## src/rtl/divu_unit.sv

```systemverilog
// Multi-cycle restoring divider: one quotient bit per clock, signed or unsigned,
// quotient on lo, remainder on hi, one-cycle done pulse.
module divu_unit #(
    parameter int WIDTH = 32
) (
    input  logic             clk,
    input  logic             reset_n,
    input  logic             start,
    input  logic             sgn,
    input  logic [WIDTH-1:0] a,
    input  logic [WIDTH-1:0] b,
    output logic             busy,
    output logic             done,
    output logic [WIDTH-1:0] lo,
    output logic [WIDTH-1:0] hi,
    output logic             div_zero
);

    localparam int CNT_W = (WIDTH > 1) ? $clog2(WIDTH) : 1;

    typedef enum logic [1:0] {IDLE, RUN, FIX} state_t;

    state_t           state, state_nxt;
    logic [WIDTH-1:0] rem;
    logic [WIDTH-1:0] quo;
    logic [WIDTH-1:0] dvs;
    logic [CNT_W-1:0] cnt;
    logic             q_neg;
    logic             r_neg;
    logic             dz;
    logic [WIDTH:0]   rem_sh;
    logic [WIDTH:0]   diff;
    logic             last_iter;

    function automatic logic [WIDTH-1:0] neg(input logic [WIDTH-1:0] x);
        return ~x + WIDTH'(1);
    endfunction

    function automatic logic [WIDTH-1:0] mag(input logic [WIDTH-1:0] x, input logic s);
        return (s && x[WIDTH-1]) ? neg(x) : x;
    endfunction

    // Trial subtraction is one bit wider than the remainder so the borrow is kept.
    assign rem_sh    = {rem, quo[WIDTH-1]};
    assign diff      = rem_sh - {1'b0, dvs};
    assign last_iter = (cnt == CNT_W'(WIDTH - 1));

    always_comb begin
        state_nxt = state;
        case (state)
            IDLE: if (start) state_nxt = (b == '0) ? FIX : RUN;
            RUN:  if (last_iter) state_nxt = FIX;
            FIX:  state_nxt = IDLE;
            default: state_nxt = IDLE;
        endcase
    end

    always_ff @(posedge clk or negedge reset_n) begin
        if (!reset_n) begin
            state <= IDLE;
            busy  <= 1'b0;
            done  <= 1'b0;
        end else begin
            state <= state_nxt;
            busy  <= (state_nxt != IDLE);
            done  <= (state == FIX);
        end
    end

    always_ff @(posedge clk or negedge reset_n) begin
        if (!reset_n) begin
            rem      <= '0;
            quo      <= '0;
            dvs      <= '0;
            cnt      <= '0;
            q_neg    <= 1'b0;
            r_neg    <= 1'b0;
            dz       <= 1'b0;
            lo       <= '0;
            hi       <= '0;
            div_zero <= 1'b0;
        end else begin
            case (state)
                IDLE: begin
                    if (start) begin
                        rem   <= '0;
                        cnt   <= '0;
                        dvs   <= mag(b, sgn);
                        q_neg <= sgn && (a[WIDTH-1] ^ b[WIDTH-1]);
                        r_neg <= sgn && a[WIDTH-1];
                        // On divide-by-zero the raw dividend is parked in quo for hi.
                        dz    <= (b == '0);
                        quo   <= (b == '0) ? a : mag(a, sgn);
                    end
                end
                RUN: begin
                    cnt <= cnt + CNT_W'(1);
                    rem <= diff[WIDTH] ? rem_sh[WIDTH-1:0] : diff[WIDTH-1:0];
                    quo <= {quo[WIDTH-2:0], ~diff[WIDTH]};
                end
                FIX: begin
                    div_zero <= dz;
                    lo       <= dz ? '1  : (q_neg ? neg(quo) : quo);
                    hi       <= dz ? quo : (r_neg ? neg(rem) : rem);
                end
                default: ;
            endcase
        end
    end

endmodule

```

## config.mk

```make
export PLATFORM = sky130hd
export DESIGN_NAME = divu_unit
export DESIGN_NICKNAME = d
export VERILOG_FILES = /design/src/rtl/divu_unit.sv
export SDC_FILE = /design/constraint.sdc
export NUM_CORES = 1
export LEC_CHECK = 0
export ABC_CLOCK_PERIOD_IN_PS = 5710
export BUFFER_PORTS_ARGS = -buffer_cell sky130_fd_sc_hd__buf_2
export CORE_MARGIN = 2
export CORE_UTILIZATION = 40
export CTS_CLUSTER_DIAMETER = 120
export DETAILED_ROUTE_END_ITERATION = 7
export SYNTH_ARGS = -nofsm -noshare
export SYNTH_HDL_FRONTEND = slang
export SYNTH_SLANG_ARGS = --single-unit
export TNS_END_PERCENT = 20
```

## constraint.sdc

```tcl
create_clock -name clk -period 5.71 [get_ports clk]
set_input_delay 0.571 -clock clk [delete_from_list [all_inputs] [get_ports clk]]
set_output_delay 0.571 -clock clk [all_outputs]
set_load 0.1 [all_outputs]
```

# After elaboration in Yosys (flattened, before gate mapping)
# Cells that the tools add are included.
# totals
register_bits	173
elab_cells	56
# op_classes
addsub	6
n_eq_ne	4
n_mux	18
bitwise	6
reduce_logical	9
# ops
op	count
32-bit 2-to-1 mux	10
32-bit by 1-bit adder with 32-bit output, second input constant	4
32-bit NOT	4
32-bit case mux with 2 select lines	2
33-bit by 32-bit subtractor with 33-bit output	1
32-bit logical NOT	1
5-bit case mux with 2 select lines	1
2-bit 2-to-1 mux	3
5-bit by 1-bit adder with 5-bit output, second input constant	1
5-bit == test, second input constant	1
5-bit 2-to-1 mux	1
2-bit case mux with 2 select lines	1
2-bit AND reduction	2
2-bit nonzero test	2
1-bit logical AND	3
2-bit by 1-bit == test with 1-bit output, second input constant	1
2-bit == test, second input constant	1
2-bit logical NOT	1
2-bit inequality test, second input constant	1
1-bit NOT	1
1-bit bitwise XOR	1

# Logic depth before layout (Yosys ltp)
# logic_depth
word_depth	6
ltp_mapped	13
mapped_depth_nobuf	12

# Least setup slack after synthesis
# OpenSTA, ideal clock, no wires.
# synth_path
path_type	reg-to-reg
start	reg quo[31]
end	reg rem[16]
t_arrival_ps	3390
required_ps	5575
setup_slack_ps	2184
path_stages_with_launch	14
path_buffers	1
synth_period_minus_slack_ps	3526
path_cell_list	dfrtp_1 inv_1 ha_1 fa_1 nand2b_1 a21oi_1 o31a_1 a21oi_1 o21ai_0 a31oi_1 xnor2_1 clkbuf_1 mux2i_1 o21ai_0
# synth_via
elab_chain_cells	3
# synth_lines
item	line	source
start: declaration	25	logic [WIDTH-1:0] quo;
start signal: assignment	93	quo <= (b == '0) ? a : mag(a, sgn);
start signal: assignment	99	quo <= {quo[WIDTH-2:0], ~diff[WIDTH]};
33-bit by 32-bit subtractor with 33-bit output	45	assign diff = rem_sh - {1'b0, dvs};
32-bit 2-to-1 mux	98	rem <= diff[WIDTH] ? rem_sh[WIDTH-1:0] : diff[WIDTH-1:0];
32-bit case mux with 2 select lines	83	case (state)
end signal: assignment	98	
end: declaration	24	logic [WIDTH-1:0] rem;
# No other way between the ends.
# A chain may end at the register's enable or synchronous reset.

# Worst setup path after layout
# layout_path
start	reg quo[31]
end	reg rem[17]
# Same word-level chain as after synthesis.

==> impl_metrics.json <==
{
  "placed_cell_area_um2": 12090,
  "syn_to_final_growth_pct": 14.14,
  "critPathLaunch": "quo[31]",
  "cts_tree": "yes",
  "postCtsSetupBuffers": 0,
  "path_class": "reg -> reg",
  "holdBufCountCts": 0,
  "powerDensity_nw_per_um2": 665.9,
  "path_clk_slew_ps": 70,
  "period_share_pct": 68.78,
  "outcome": "finished clean",
  "ant_nets": 0,
  "drt_first_pass_iters": 5,
  "cts.repair.resized": 0,
  "r2r_start": "quo[31]",
  "multiInputGateArea_um2": 6340,
  "grt_overflow_total": 0,
  "layout_common_cells": "o21ai_0, nand2_1, dfrtp_1, buf_2, nor2_1",
  "async_flop_share_pct": 100.0,
  "vias": 9572,
  "slew_headroom_pct": 32.66,
  "n_antenna_cell": 0,
  "via_per_inst": 5.362,
  "place.port_buffers": 134,
  "drcViolationCount": 0,
  "ir_drop_uv": 315.7,
  "yosysUniqueCellTypes": 59,
  "synth_fp_nets": 1413,
  "core_um2": 27100,
  "rows": 60,
  "worstPathRequired_ps": 6010,
  "syn_area_um2": 11110,
  "synth_flop_cell": "dfrtp_1",
  "max_slew.worst_pin.slew_ps": 1010,
  "grt_usage_pct": 21.16,
  "die_x_um": 170.6,
  "place_inst": 1753,
  "cts_root_buf": "clkbuf_16",
  "initial_utilization_pct": 40.98,
  "grt_max_degree": 89,
  "synth_seq_cells": 173,
  "clock_sinks": 173,
  "final_area_um2": 12680,
  "setup-violations-final": 0,
  "die_area_um2": 29110,
  "regArea_um2": 4330,
  "seq_area_frac_synth_pct": 38.98,
  "yosysWarnings": 0,
  "grt_pass1_vias": 8870,
  "detail_route.wl_per_cell_um": 16.89,
  "layout-drive-gt1-share_pct": 14.08,
  "start_kind": "register",
  "hold_viol_final": 0,
  "worstSetupEndpointType": "register",
  "fp.dieH_um": 170.6,
  "wl_mm": 30.15,
  "arrival_ps": 4230,
  "leakagePower_nw": 5.732,
  "fmax_mhz": 254.6,
  "drv_cap": 0,
  "grt_pass1_wl_mm": 48.17,
  "finalNonFillerCells": 1785,
  "final_common_cell": "o21ai_0",
  "n_fill_cell": 2660,
  "nets": 1507,
  "io_pins": 135,
  "hold_path_class": "in -> async",
  "cts.path.max_buffers": 2,
  "crit_fanout": 24,
  "fin_total_pwr_mw": 8.440,
  "finalSetupTns_ps": 0,
  "skew_ps": 11.78,
  "synth-edff-count": 0,
  "fin_crit_ps": 3927,
  "slew_viol_final": 0,
  "syn_inst": 1306,
  "htreeDepth": 4,
  "clk-insertion-delay-late_ps": 430,
  "antenna_found_initial": 0,
  "syn_avg_cell_area_um2": 8.504,
  "dp_hpwl_mm": 22.98,
  "rsz0062_at_grt": "no",
  "gp_congestion": 0.9080,
  "cts-buffers-inserted": 17,
  "drt_iter0_markers": 646
}
## synth_stat cells (5+ instances only)
master	instances	share of area [%]
or4_1	12	0.81
mux2i_1	34	3.1
or2_2	5	0.28
o41ai_1	10	0.79
nor3_1	10	0.45
o21a_1	7	0.47
nand4_1	5	0.28
or3_1	21	1.2
xnor2_1	54	4.3
a31oi_1	5	0.28
a21oi_1	96	4.3
nor4_1	9	0.51
nand2_1	174	5.9
ha_1	38	4.3
xor2_1	95	7.5
o21ai_0	174	7.8
a2bb2oi_1	6	0.47
a21o_1	12	0.81
nand3_1	16	0.72
clkbuf_1	64	2.2
inv_1	48	1.6
a22oi_1	31	2.1
nand2b_1	10	0.56
o31ai_1	37	2.5
dfrtp_1	173	39
nor2_1	101	3.4
## through the flow
step / hold slack [ps] / setup slack, ps / utilization, %
final: 224.6 / 1783 / 46.77
after global routing: 281.9 / 1479 / 46.77
after CTS: 249.9 / 1754 / 46.77
after detailed placement: 463.6 / 1780 / 44.60
after global placement: 458.9 / 1872 / 44.60
after floorplan: 275.4 / 2184 / -
## per-layer routing
layer | GRT usage [%] | routed length (um) | vias up
met1 | 29.93 | 14120 | 4442
met5 | 0 | 0 | -
met2 | 32.67 | 13310 | 294
met4 | 8.064 | 898 | 0
li1 | - | - | 4795
met3 | 3.192 | 1832 | 41
## final cells by class
cell class / instances / area share (%)
multi-input combinational: 1013 / 50.01
timing repair buffer: 146 / 6.051
clock inverter: 15 / 1.293
sequential: 173 / 34.16
inverter: 49 / 1.451
clock buffer: 17 / 3.356
tap: 372 / 3.672
## path summary, 6_finish.rpt
| path | endpoint | slack, ps | depth (start not counted) |
|---|---|---|---|
| max | rem[17] | 1780 | 13 |
| min | hi[2] | 220 | 1 |
| max reg2reg | rem[17] | 1780 | 13 |
| min reg2reg | hi[10] | 480 | 2 |
| max in group asynchronous | quo[5] | 4360 | 2 |
| min in group clk | q_neg | 440 | 3 |
## worst max-delay path: stages (launching register included)
cell	delay [ps]
dfrtp_1	360
inv_1	80
ha_1	230
fa_1	400
nand2b_1	180
a21oi_1	190
o31a_1	250
a21oi_1	190
o21ai_0	430
a31oi_1	200
xnor2_2	480
buf_4	460
nor3b_1	250
o31ai_1	90
## flip-flops by register name (all words and copies together), names as in the netlist, 2 cells and up
signal,count
rem,32
cnt,5
state,2
lo,32
hi,32
quo,32
dvs,32
## cell families after synthesis
| logic type | after synthesis | synth area share, % |
|---|---|---|
| AO/OA/AOI/OAI | 407 | 21.98 |
| AND/OR/NAND/NOR | 383 | 15.46 |
| flip-flops | 173 | 38.98 |
| XOR/XNOR | 149 | 11.75 |
| buffers and inverters | 120 | 4.202 |
| adder cells (fa/ha/maj) | 39 | 4.462 |
| multiplexers | 35 | 3.166 |
## power by group
part           total (mW)  switching [mW]  internal (mW)
Sequential           2.41           0.716           1.69
Clock                1.17           0.581          0.594
Combinational        4.86            2.91           1.95
Total                8.44            4.21           4.23
No activity file was read; power rests on OpenSTA's default activity.
